<file path="src/rtl/sti_rx.sv">
// Serial receiver: reassembles si_valid-framed bursts into right-aligned words plus an addressed byte stream.
// Optional running byte checksum is enabled by defining STI_RX_CHECKSUM_EN.
module sti_rx (
  input  logic        clk,
  input  logic        reset,
  input  logic        si_data,
  input  logic        si_valid,
  input  logic        rx_msb,
  output logic [31:0] word_out,
  output logic [5:0]  word_len,
  output logic        word_valid,
  output logic        word_err,
  output logic [7:0]  byte_out,
  output logic        byte_valid,
  output logic [7:0]  byte_addr,
  output logic [15:0] word_count,
  output logic [7:0]  checksum
);

  logic [31:0] sh;
  logic [5:0]  cnt;
  logic [7:0]  bsh;
  logic [2:0]  bcnt;
  logic        msb_q;
  logic        msb_mode;
  logic [7:0]  byte_next;
  logic        byte_done;

  // The first bit of a word uses the live rx_msb; later bits use the latched copy.
  assign msb_mode  = (cnt == 6'd0) ? rx_msb : msb_q;
  assign byte_next = {bsh[6:0], si_data};
  assign byte_done = si_valid && (bcnt == 3'd7);

  always_ff @(posedge clk) begin
    if (reset) begin
      sh         <= '0;
      cnt        <= '0;
      bsh        <= '0;
      bcnt       <= '0;
      msb_q      <= 1'b0;
      word_out   <= '0;
      word_len   <= '0;
      word_valid <= 1'b0;
      word_err   <= 1'b0;
      byte_out   <= '0;
      byte_valid <= 1'b0;
      byte_addr  <= '0;
      word_count <= '0;
    end else begin
      word_valid <= 1'b0;
      byte_valid <= 1'b0;
      // The address moves on only after the pulse has presented the current index.
      if (byte_valid)
        byte_addr <= byte_addr + 8'd1;
      if (si_valid) begin
        if (cnt == 6'd0)
          msb_q <= rx_msb;
        if (cnt < 6'd32) begin
          if (msb_mode)
            sh <= {sh[30:0], si_data};
          else
            sh[cnt[4:0]] <= si_data;
        end
        if (cnt != 6'd33)
          cnt <= cnt + 6'd1;
        bsh  <= byte_next;
        bcnt <= bcnt + 3'd1;
        if (byte_done) begin
          byte_out   <= byte_next;
          byte_valid <= 1'b1;
        end
      end else if (cnt != 6'd0) begin
        word_out   <= sh;
        word_len   <= (cnt > 6'd32) ? 6'd32 : cnt;
        word_err   <= !((cnt == 6'd8) || (cnt == 6'd16) || (cnt == 6'd24) || (cnt == 6'd32));
        word_valid <= 1'b1;
        word_count <= word_count + 16'd1;
        sh         <= '0;
        cnt        <= '0;
        bsh        <= '0;
        bcnt       <= '0;
      end
    end
  end

`ifdef STI_RX_CHECKSUM_EN
  logic [7:0] sum_q;

  // Sum includes the byte being emitted on the same edge.
  always_ff @(posedge clk) begin
    if (reset)
      sum_q <= '0;
    else if (byte_done)
      sum_q <= sum_q + byte_next;
  end

  assign checksum = sum_q;
`else
  assign checksum = 8'h00;
`endif

endmodule

</file>
<file path="config.mk">
export PLATFORM = sky130hd
export DESIGN_NAME = sti_rx
export DESIGN_NICKNAME = d
export VERILOG_FILES = /design/src/rtl/sti_rx.sv
export SDC_FILE = /design/constraint.sdc
export NUM_CORES = 1
export LEC_CHECK = 0
export CORE_ASPECT_RATIO = 1.25
export CORE_MARGIN = 5
export CORE_UTILIZATION = 40
export DETAILED_ROUTE_END_ITERATION = 8
export DONT_BUFFER_PORTS = 1
export GPL_ROUTABILITY_DRIVEN = 0
export SYNTH_ARGS = -nofsm -noshare
export SYNTH_HDL_FRONTEND = slang
export SYNTH_SLANG_ARGS = --single-unit
</file>
<file path="constraint.sdc">
create_clock -name clk -period 2.4 [get_ports clk]
set_input_delay 0 -clock clk [delete_from_list [all_inputs] [get_ports clk]]
set_output_delay 0 -clock clk [all_outputs]
set_load 0.01 [all_outputs]
</file>
==> flow_summary.toml, run 1 <==
[status]
outcome = "finished with violations"
failed_checks = "hold timing"

[place]
dp_hpwl_um = 11200
portBuffers = 0
dpl_cell_area_mm2 = 0.00610
dpl_worst_slack_ns = 0.0806
dp_cells = 899

[routing]
dr.pass1.iters = 7
vias = 5494
drtIter0Drc = 427
final_antenna_net_count = 0
wl_per_cell_um = 17.5
drt_wl_total_um = 16400
drcViolationCount = 0
drt-vias-per-instance = 5.87

[min_path]
hold_class = "primary input to register"
hold_depth = 2

[finish]
drive_gt1_frac = 0.117
finalInstanceArea_mm2 = 0.00679
nFillCells = 1436
nNetsFinal = 760
final_cells = 936
diodes = 0
fin_util = 0.472
syn_to_final_growth_pct = 15.5

[pwr]
netSwitchingPower_mw = 1.34
power_leakage_nw = 2.30
combPwrFrac = 0.116
finalPower_mw = 5.29
power.share.clock = 0.465
irDropWorstVdd_mv = 0.473
internal-power_mw = 3.95
seqPwrFrac = 0.419
power_density_mw_per_mm2 = 778
swShare = 0.253

[sta]
timing.slew.headroom = 0.545
rsz0062_at_grt = "false"
finalCritPeriodShare = 0.906
setup_violations = 0
worst_slack_ns = 0.225
maxSlewViolCount = 0
finalClockSkew_ns = 0.00640
layout_min_cycle_time_ns = 2.18
hold_violations = 8
hold_ws_ns = -0.0324
tns_ns = 0
max_freq_mhz = 460
worstMarginPinSlew_ns = 0.682

[synthesis]
synthCells = 747
ys_top_cells_by_area = "dfxtp_1 42%, a21oi_1 7.7%, nand2_1 7.3%"
ys_types = 56
netlist_area_mm2 = 0.00588
synth-seq-cells = 122
yosysTopAreaCell = "dfxtp_1"
yosysWarnings = 0
synth_area_per_cell_um2 = 7.87
yosysTopAreaCellShare = 0.415
synth_seq_area_share = 0.415
synth-main-ff-cell = "dfxtp_1"
synth_edf_count = 0
async_flop_share = 0

[clocking]
cts-buffers-inserted = 17
clock_path_buffers = 2
cts_tree = "yes"
clkTransAtPathRegs_ns = 0.05
clkLatencyLatePin_ns = 0.42
htree_levels = 4
root_buffer = "clkbuf_16"
clkSinkCount = 122

[critical_path]
r2r_setup_slack_ns = 0.22
crit_chain = "inv_1 -> ha_2 -> or4b_4 -> o21a_1 -> buf_4 -> a211oi_1"
rr_endpoint = "sh[12]$_SDFFE_PP0P_"
cpMaxStageDelayCell = "or4b_4"
cp.arrival_ns = 2.49
critPathMaxStageDelay_ns = 0.51
crit_path_end_kind = "register"
reg2reg_from = "cnt[0]$_SDFFE_PP0P_"
required_ns = 2.72
critical_path.max_fanout = 17
crit_path_start_kind = "register"
reg2regPathDepth = 6
endpoint = "sh[12]$_SDFFE_PP0P_"
critical_path_class = "register to register"
startpoint = "cnt[0]$_SDFFE_PP0P_"

[floorplan]
die_h_um = 146
dieArea_mm2 = 0.0172
start_util = 0.408
top_level_ports = 86
die_width_um = 118
placeableCoreArea_mm2 = 0.0144
rows = 49

[grt]
gr-total-overflow = 0
grt_pass1_vias = 5223
grt_max_degree = 123
antenna_found_initial = 0
grt_pass1_wl_um = 26700
grt_use_total = 0.186

[run]
cap_violations = 0
-- cell type report --
cell class / count / area [um2] / share of cell area
well taps: 178 / 223 / 0.0328
clock inverters: 8 / 95.1 / 0.0140
clock buffers: 22 / 474 / 0.0698
flip-flops and latches: 122 / 2440 / 0.359
multi-input cells: 548 / 3090 / 0.455
inverters: 12 / 45.0 / 0.00663
repair buffers: 46 / 423 / 0.0622
-- how the worst min path moves through the flow --
stage	from	endpoint	slack [ns]
after floorplan	si_data	byte_out[0]$_SDFFE_PP0P_	0.16
after global placement	reset	sh[14]$_SDFFE_PP0P_	0.08
after detailed placement	reset	word_out[11]$_SDFFE_PP0P_	0.08
after CTS	rx_msb	sh[1]$_SDFFE_PP0P_	0.01
after global routing	reset	word_out[29]$_SDFFE_PP0P_	0.04
final	reset	word_out[29]$_SDFFE_PP0P_	-0.03
-- cells in the final DEF (no fill, tap or decap), types with 12 or more instances in the layout --
cell type,synthesis,routed
inv_1,12,12
buf_4,15,38
nor2_1,59,59
dfxtp_1,122,122
a31oi_1,15,15
nand3_1,29,29
nor4_1,13,13
xnor2_1,14,14
a211oi_1,17,17
clkbuf_16,0,17
a21oi_1,90,89
nand2_1,115,115
nor3_1,20,20
o21ai_0,39,39
-- timing repair --
item / in CTS / in global routing
buffers inserted: 0 / 2
setup endpoints to repair: 0 / 26
endpoints found under the hold margin: 122 / 0
gates resized for setup: 0 / 4
hold buffers: 5 / 0
-- registers in the layout, indices dropped and copies added, names as in the netlist, 3 cells and up --
name,cells
bcnt,3
bsh,7
byte_addr,8
byte_out,8
cnt,6
sh,32
word_count,16
word_len,6
word_out,32
-- worst max-delay path: cells and delay by family, from the launching register on --
family | cells | cell delay (ns)
buffers and inverters | 2 | 0.35
and+or+nand+nor | 1 | 0.51
DFF | 1 | 0.30
adders and majority gates | 1 | 0.23
AOI/OAI and AO/OA | 2 | 0.67
-- synth_stat cells, types with 3 or more instances --
cell type  instances
nand2b_1           9
nand4_1           10
a22oi_1            6
clkbuf_1          37
and3_1             4
xor2_1             8
o21a_1             3
nand3_1           29
buf_4             15
nand2_1          115
nor2b_1            5
o211ai_1           3
nor2_1            59
inv_1             12
or3_1              3
nor4_1            13
xnor2_1           14
a211oi_1          17
a21oi_1           90
ha_1               8
a31oi_1           15
o21ai_1            3
a221oi_1          10
a21oi_2            3
o21ai_0           39
buf_2             16
buf_1              3
a311oi_1          10
dfxtp_1          122
o21bai_1           7
a32oi_1            5
nor3_1            20
or2_2              3
-- power by group through the flow --
stage,clock [mW],combinational (mW),sequential [mW]
5_1_grt,2.63,0.675,2.23
3_3_place_gp,0,0.517,2.26
6_report,2.46,0.612,2.22
2_1_floorplan,0,0.447,2.22
3_5_place_dp,0,0.530,2.26
4_1_cts,2.51,0.591,2.22
-- cells by family after synthesis --
| family | after synthesis | synth area share |
|---|---|---|
| compound gates | 227 | 0.242 |
| xor+xnor | 22 | 0.0328 |
| fa+ha+maj | 8 | 0.0170 |
| buf+inv | 84 | 0.0679 |
| flops | 122 | 0.415 |
| mux | 3 | 0.00553 |
| other cells | 1 | 0.000638 |
| simple gates | 280 | 0.219 |
-- per-layer routing --
layer  part of all wire  global-route usage  up-vias
met4              0.031              0.0868        0
met1               0.40               0.222     2579
li1                   -                   -     2642
met5                  0                   0        -
met2               0.48               0.303      226
met3              0.082              0.0587       47
No activity file was read; power rests on OpenSTA's default activity.
==> run 2, diff against run 1 <==
--- a/config.mk
+++ b/config.mk
@@ -11,6 +11,7 @@
 export DETAILED_ROUTE_END_ITERATION = 8
 export DONT_BUFFER_PORTS = 1
 export GPL_ROUTABILITY_DRIVEN = 0
+export REMOVE_ABC_BUFFERS = 1
 export SYNTH_ARGS = -nofsm -noshare
 export SYNTH_HDL_FRONTEND = slang
 export SYNTH_SLANG_ARGS = --single-unit
==> run 2 against run 1 <==
Net effect: highest routed layer unchanged; critical path depth rose by 3; cell area grew 1.1%; routed wire length fell by 0.70%; final cell count down 0.53%; fmax shrank 9.7%; largest power group unchanged; the run ends with hold timing, setup timing left; non-clock buffer count decreased by 8; critical endpoint is now sh[19]$_SDFFE_PP0P_.
==> flow_summary.toml, run 2 (synthesis results as in run 1) <==
[status]
outcome = "finished with violations"
failed_checks = "hold timing, setup timing"

[floorplan]
dieArea_mm2 = 0.0172
rows = 49
die_width_um = 118
start_util = 0.408
top_level_ports = 86
placeableCoreArea_mm2 = 0.0144
die_h_um = 146

[grt]
grt_max_degree = 123
grt_use_total = 0.182
grt_pass1_wl_um = 26000
antenna_found_initial = 0
gr-total-overflow = 0
grt_pass1_vias = 5094

[critical_path]
crit_path_start_kind = "register"
reg2regPathDepth = 9
required_ns = 2.71
crit_path_end_kind = "register"
cp.arrival_ns = 2.72
critical_path.max_fanout = 11
critical_path_class = "register to register"

[finish]
final_cell_mix = "122 x dfxtp_1, 115 x nand2_1, 89 x a21oi_1"
fin_util = 0.477
seqCellArea_mm2 = 0.00244
drive_gt1_frac = 0.113
syn_to_final_growth_pct = 16.8
nNetsFinal = 752
largestRegisters = "sh x32, word_out x32, word_count x16"
nFillCells = 1403
multiInputGateArea_mm2 = 0.00309
mostFrequentLayoutCell = "dfxtp_1"

[sta]
maxSlewViolCount = 0
layout_min_cycle_time_ns = 2.41
max_freq_mhz = 415
finalClockSkew_ns = 0.0120
worstMarginPinSlew_ns = 0.679
hold_violations = 5
finalCritPeriodShare = 1.00
setup_violations = 2
hold_ws_ns = -0.0204
worst_slack_ns = -0.00953
timing.slew.headroom = 0.548

[routing]
vias = 5466
drtIter0Drc = 426
final_antenna_net_count = 0
drt-vias-per-instance = 5.87
drt_wl_total_um = 16300
wl_per_cell_um = 17.5
drcViolationCount = 0
dr.pass1.iters = 5

[place]
portBuffers = 0
dp_hpwl_um = 10800
dpl_worst_slack_ns = 0.100

[clocking]
clock_path_buffers = 2
htree_levels = 4
cts-buffers-inserted = 17
clkTransAtPathRegs_ns = 0.06
clkLatencyLatePin_ns = 0.42
clkSinkCount = 122
cts_tree = "yes"
root_buffer = "clkbuf_16"

[pwr]
irDropWorstVdd_mv = 0.482
power_leakage_nw = 2.30
power_density_mw_per_mm2 = 839

[min_path]
hold_class = "primary input to register"
hold_depth = 2

[run]
cap_violations = 0
==> run 2: cell types whose count changed in the layout (fill, tap and decap cells not counted), moves of 2 or more <==
| cell | before | now |
|---|---|---|
| bufinv_16 | 2 | 6 |
| clkinv_2 | 4 | 1 |
| clkinvlp_4 | 2 | 4 |
| buf_4 | 38 | 28 |
==> run 2: critical path, cell delays in order (launching register included) <==
cell,delay [ns]
dfxtp_1,0.31
inv_1,0.08
ha_1,0.28
nor4b_4,0.32
buf_4,0.25
and3_1,0.25
buf_4,0.21
or2_4,0.20
a31oi_1,0.10
a311oi_1,0.30
==> run 2: power breakdown <==
part	internal (mW)	switching, mW
clock network	2.03	0.921
registers	2.12	0.0986
logic	0.234	0.366
total	4.38	1.39
==> run 2: what timing repair did <==
action	4_1_cts	5_1_grt
hold buffers	5	1
endpoints found under the setup margin	0	25
setup buffers	0	2
resized for setup	0	6
endpoints found under the hold margin	122	1
==> run 2: area by class of cell <==
type                            instances  area share
Tap cell                              178      0.0324
Timing Repair Buffer                   38      0.0550
Inverter                               12     0.00656
Multi-Input combinational cell        548       0.450
Clock buffer                           21      0.0685
Sequential cell                       122       0.356
Antenna cell                            1    0.000364
Clock inverter                         11      0.0313
==> run 2: metal layers <==
layer / vias up / routed length (um) / global-route usage
li1: 2639 / - / -
met1: 2557 / 6640 / 0.211
met5: - / 0 / 0
met2: 228 / 7930 / 0.301
met3: 42 / 1340 / 0.0712
met4: 0 / 381 / 0.0720
==> run 2: stage by stage <==
stage                     cell area [um2]  setup TNS, ns  power (mW)  hold slack (ns)  cells
after floorplan                      5550         -29.91        2.58           0.0646    682
after global placement               6050              0        2.76           0.0838    890
after detailed placement             6050              0        2.78           0.0863    890
after CTS                            6820              0        5.80          0.00493    927
after global routing                 6870         -0.428        5.98           0.0126    930
final                                6870        -0.0115        5.76          -0.0204    931
==> run 2: worst paths after layout <==
check	start	slack (ns)	end
setup reg to reg	cnt[0]$_SDFFE_PP0P_	-0.01	sh[19]$_SDFFE_PP0P_
hold / removal	reset	-0.02	word_out[0]$_SDFFE_PP0P_
setup / recovery	cnt[0]$_SDFFE_PP0P_	-0.01	sh[19]$_SDFFE_PP0P_
hold reg to reg	sh[31]$_SDFFE_PP0P_	0.46	word_out[31]$_SDFFE_PP0P_
==> run 3, diff against run 2 <==
--- a/config.mk
+++ b/config.mk
@@ -11,6 +11,7 @@
 export DETAILED_ROUTE_END_ITERATION = 8
 export DONT_BUFFER_PORTS = 1
 export GPL_ROUTABILITY_DRIVEN = 0
+export PLACE_DENSITY_LB_ADDON = 0.1
 export REMOVE_ABC_BUFFERS = 1
 export SYNTH_ARGS = -nofsm -noshare
 export SYNTH_HDL_FRONTEND = slang
==> run 3 against run 2 <==
Net effect: total power is 0.63% higher; highest routed layer unchanged; combinational power is essentially flat; sequential power barely moved; non-clock buffer count increased by 10; final cell count up 0.97%; die area did not move; fmax rose by 8.2%; global-route usage up 1.1 points; critical endpoint is now sh[17]$_SDFFE_PP0P_; the flow now finishes without violations; critical path depth is 2 lower.
==> flow_summary.toml, run 3 (synthesis results as in run 1) <==
[sta]
maxSlewViolCount = 0
finalCritPeriodShare = 0.928
timing.slew.headroom = 0.541
rsz0062_at_grt = "false"
worst_slack_ns = 0.173
layout_min_cycle_time_ns = 2.23
max_freq_mhz = 449
tns_ns = 0
finalClockSkew_ns = 0.00520
hold_violations = 0
worstMarginPinSlew_ns = 0.689
setup_violations = 0

[grt]
grt_max_degree = 123
gr-total-overflow = 0
grt_pass1_wl_um = 27600
grt_use_total = 0.193
antenna_found_initial = 0
grt_pass1_vias = 5180

[clocking]
clkLatencyLatePin_ns = 0.42
htree_levels = 4
clkSinkCount = 122
cts_tree = "yes"
root_buffer = "clkbuf_16"
clock_path_buffers = 2
cts-buffers-inserted = 17
clkTransAtPathRegs_ns = 0.05

[critical_path]
required_ns = 2.71
critical_path.max_fanout = 16
reg2regPathDepth = 7
endpoint = "sh[17]$_SDFFE_PP0P_"
r2r_setup_slack_ns = 0.17
crit_path_start_kind = "register"
rr_endpoint = "sh[17]$_SDFFE_PP0P_"
critical_path_class = "register to register"
cp.arrival_ns = 2.54
startpoint = "cnt[0]$_SDFFE_PP0P_"
reg2reg_from = "cnt[0]$_SDFFE_PP0P_"
crit_path_end_kind = "register"

[routing]
vias = 5371
dr_wl_met3_um = 794
wl_met1_um = 7400
drt-vias-per-instance = 5.71
wl_per_cell_um = 17.7
final_antenna_net_count = 0
drt_wl_total_um = 16700
drcViolationCount = 0
drtIter0Drc = 368
dr.pass1.iters = 5
routed-wl-met2_um = 8110
top_layer_used = "met4"

[floorplan]
top_level_ports = 86
die_width_um = 118
start_util = 0.408
dieArea_mm2 = 0.0172
rows = 49
placeableCoreArea_mm2 = 0.0144
die_h_um = 146

[finish]
nNetsFinal = 762
drive_gt1_frac = 0.125
final_cell_mix = "122 x dfxtp_1, 115 x nand2_1, 89 x a21oi_1"
mostFrequentLayoutCell = "dfxtp_1"
diodes = 0
syn_to_final_growth_pct = 17.6
largestRegisters = "sh x32, word_out x32, word_count x16"

[place]
dpl_worst_slack_ns = 0.0550
portBuffers = 0
dp_hpwl_um = 11300

[pwr]
irDropWorstVdd_mv = 0.398
seqPwrFrac = 0.383
netSwitchingPower_mw = 1.39
swShare = 0.240
finalPower_mw = 5.80
power_density_mw_per_mm2 = 839
combPwrFrac = 0.103
power.share.clock = 0.514
power_leakage_nw = 2.36
internal-power_mw = 4.41

[min_path]
hold_class = "primary input to register"

[status]
outcome = "finished clean"

[run]
cap_violations = 0
==> run 3: worst min-delay path by stage <==
stage | from | endpoint | slack (ns) | depth (start not counted)
final | si_valid | byte_out[7]$_SDFFE_PP0P_ | 0.02 | 3
after global routing | si_valid | byte_out[1]$_SDFFE_PP0P_ | 0.04 | 3
after CTS | si_valid | byte_out[1]$_SDFFE_PP0P_ | 0.007 | 3
after detailed placement | reset | byte_out[6]$_SDFFE_PP0P_ | 0.08 | 1
after global placement | reset | byte_out[6]$_SDFFE_PP0P_ | 0.08 | 1
after floorplan | reset | sh[14]$_SDFFE_PP0P_ | 0.06 | 1
==> run 3: final cells by class <==
| type | instances | area, um2 |
|---|---|---|
| clock inverters | 11 | 214 |
| repair buffers | 48 | 415 |
| clock buffers | 21 | 480 |
| well taps | 178 | 223 |
| inverters | 12 | 45.0 |
| fillers | 1420 | 7490 |
| multi-input cells | 548 | 3100 |
| flip-flops and latches | 122 | 2440 |
==> run 3: per-layer routing <==
metal,up-vias,global-route usage
met2,135,0.311
met3,24,0.0533
met1,2562,0.247
met4,0,0.0720
met5,-,0
li1,2650,-
==> run 3: stage by stage <==
stage	std cells	hold WS, ns	util	cell area (um2)
final	940	0.0186	0.480	6920
after global routing	940	0.0380	0.480	6920
after CTS	940	0.00724	0.479	6900
after detailed placement	902	0.0831	0.424	6110
after global placement	902	0.0831	0.424	6110
after floorplan	682	0.0646	-	5550
==> run 3: what timing repair did <==
action                                 in CTS  in global routing
setup endpoints to repair                   0                 24
hold buffers                                6                  0
gates resized for setup                     0                  5
setup buffers                               0                  0
endpoints found under the hold margin     122                  0
==> run 3: critical path, cell delays in order, from the launching register on <==
cell and delay, ns:
dfxtp_1 0.31, inv_1 0.08, ha_2 0.23, or4b_4 0.53
nor3_4 0.31, a21o_4 0.26, o21ai_0 0.11, a311oi_1 0.30
==> run 3: power groups by stage <==
stage | logic, mW | clock network [mW] | registers (mW)
CTS | 0.590 | 3.04 | 2.22
global route | 0.664 | 3.15 | 2.23
finish | 0.598 | 2.98 | 2.22
global placement | 0.519 | 0 | 2.27
floorplan | 0.356 | 0 | 2.23
detailed placement | 0.528 | 0 | 2.27
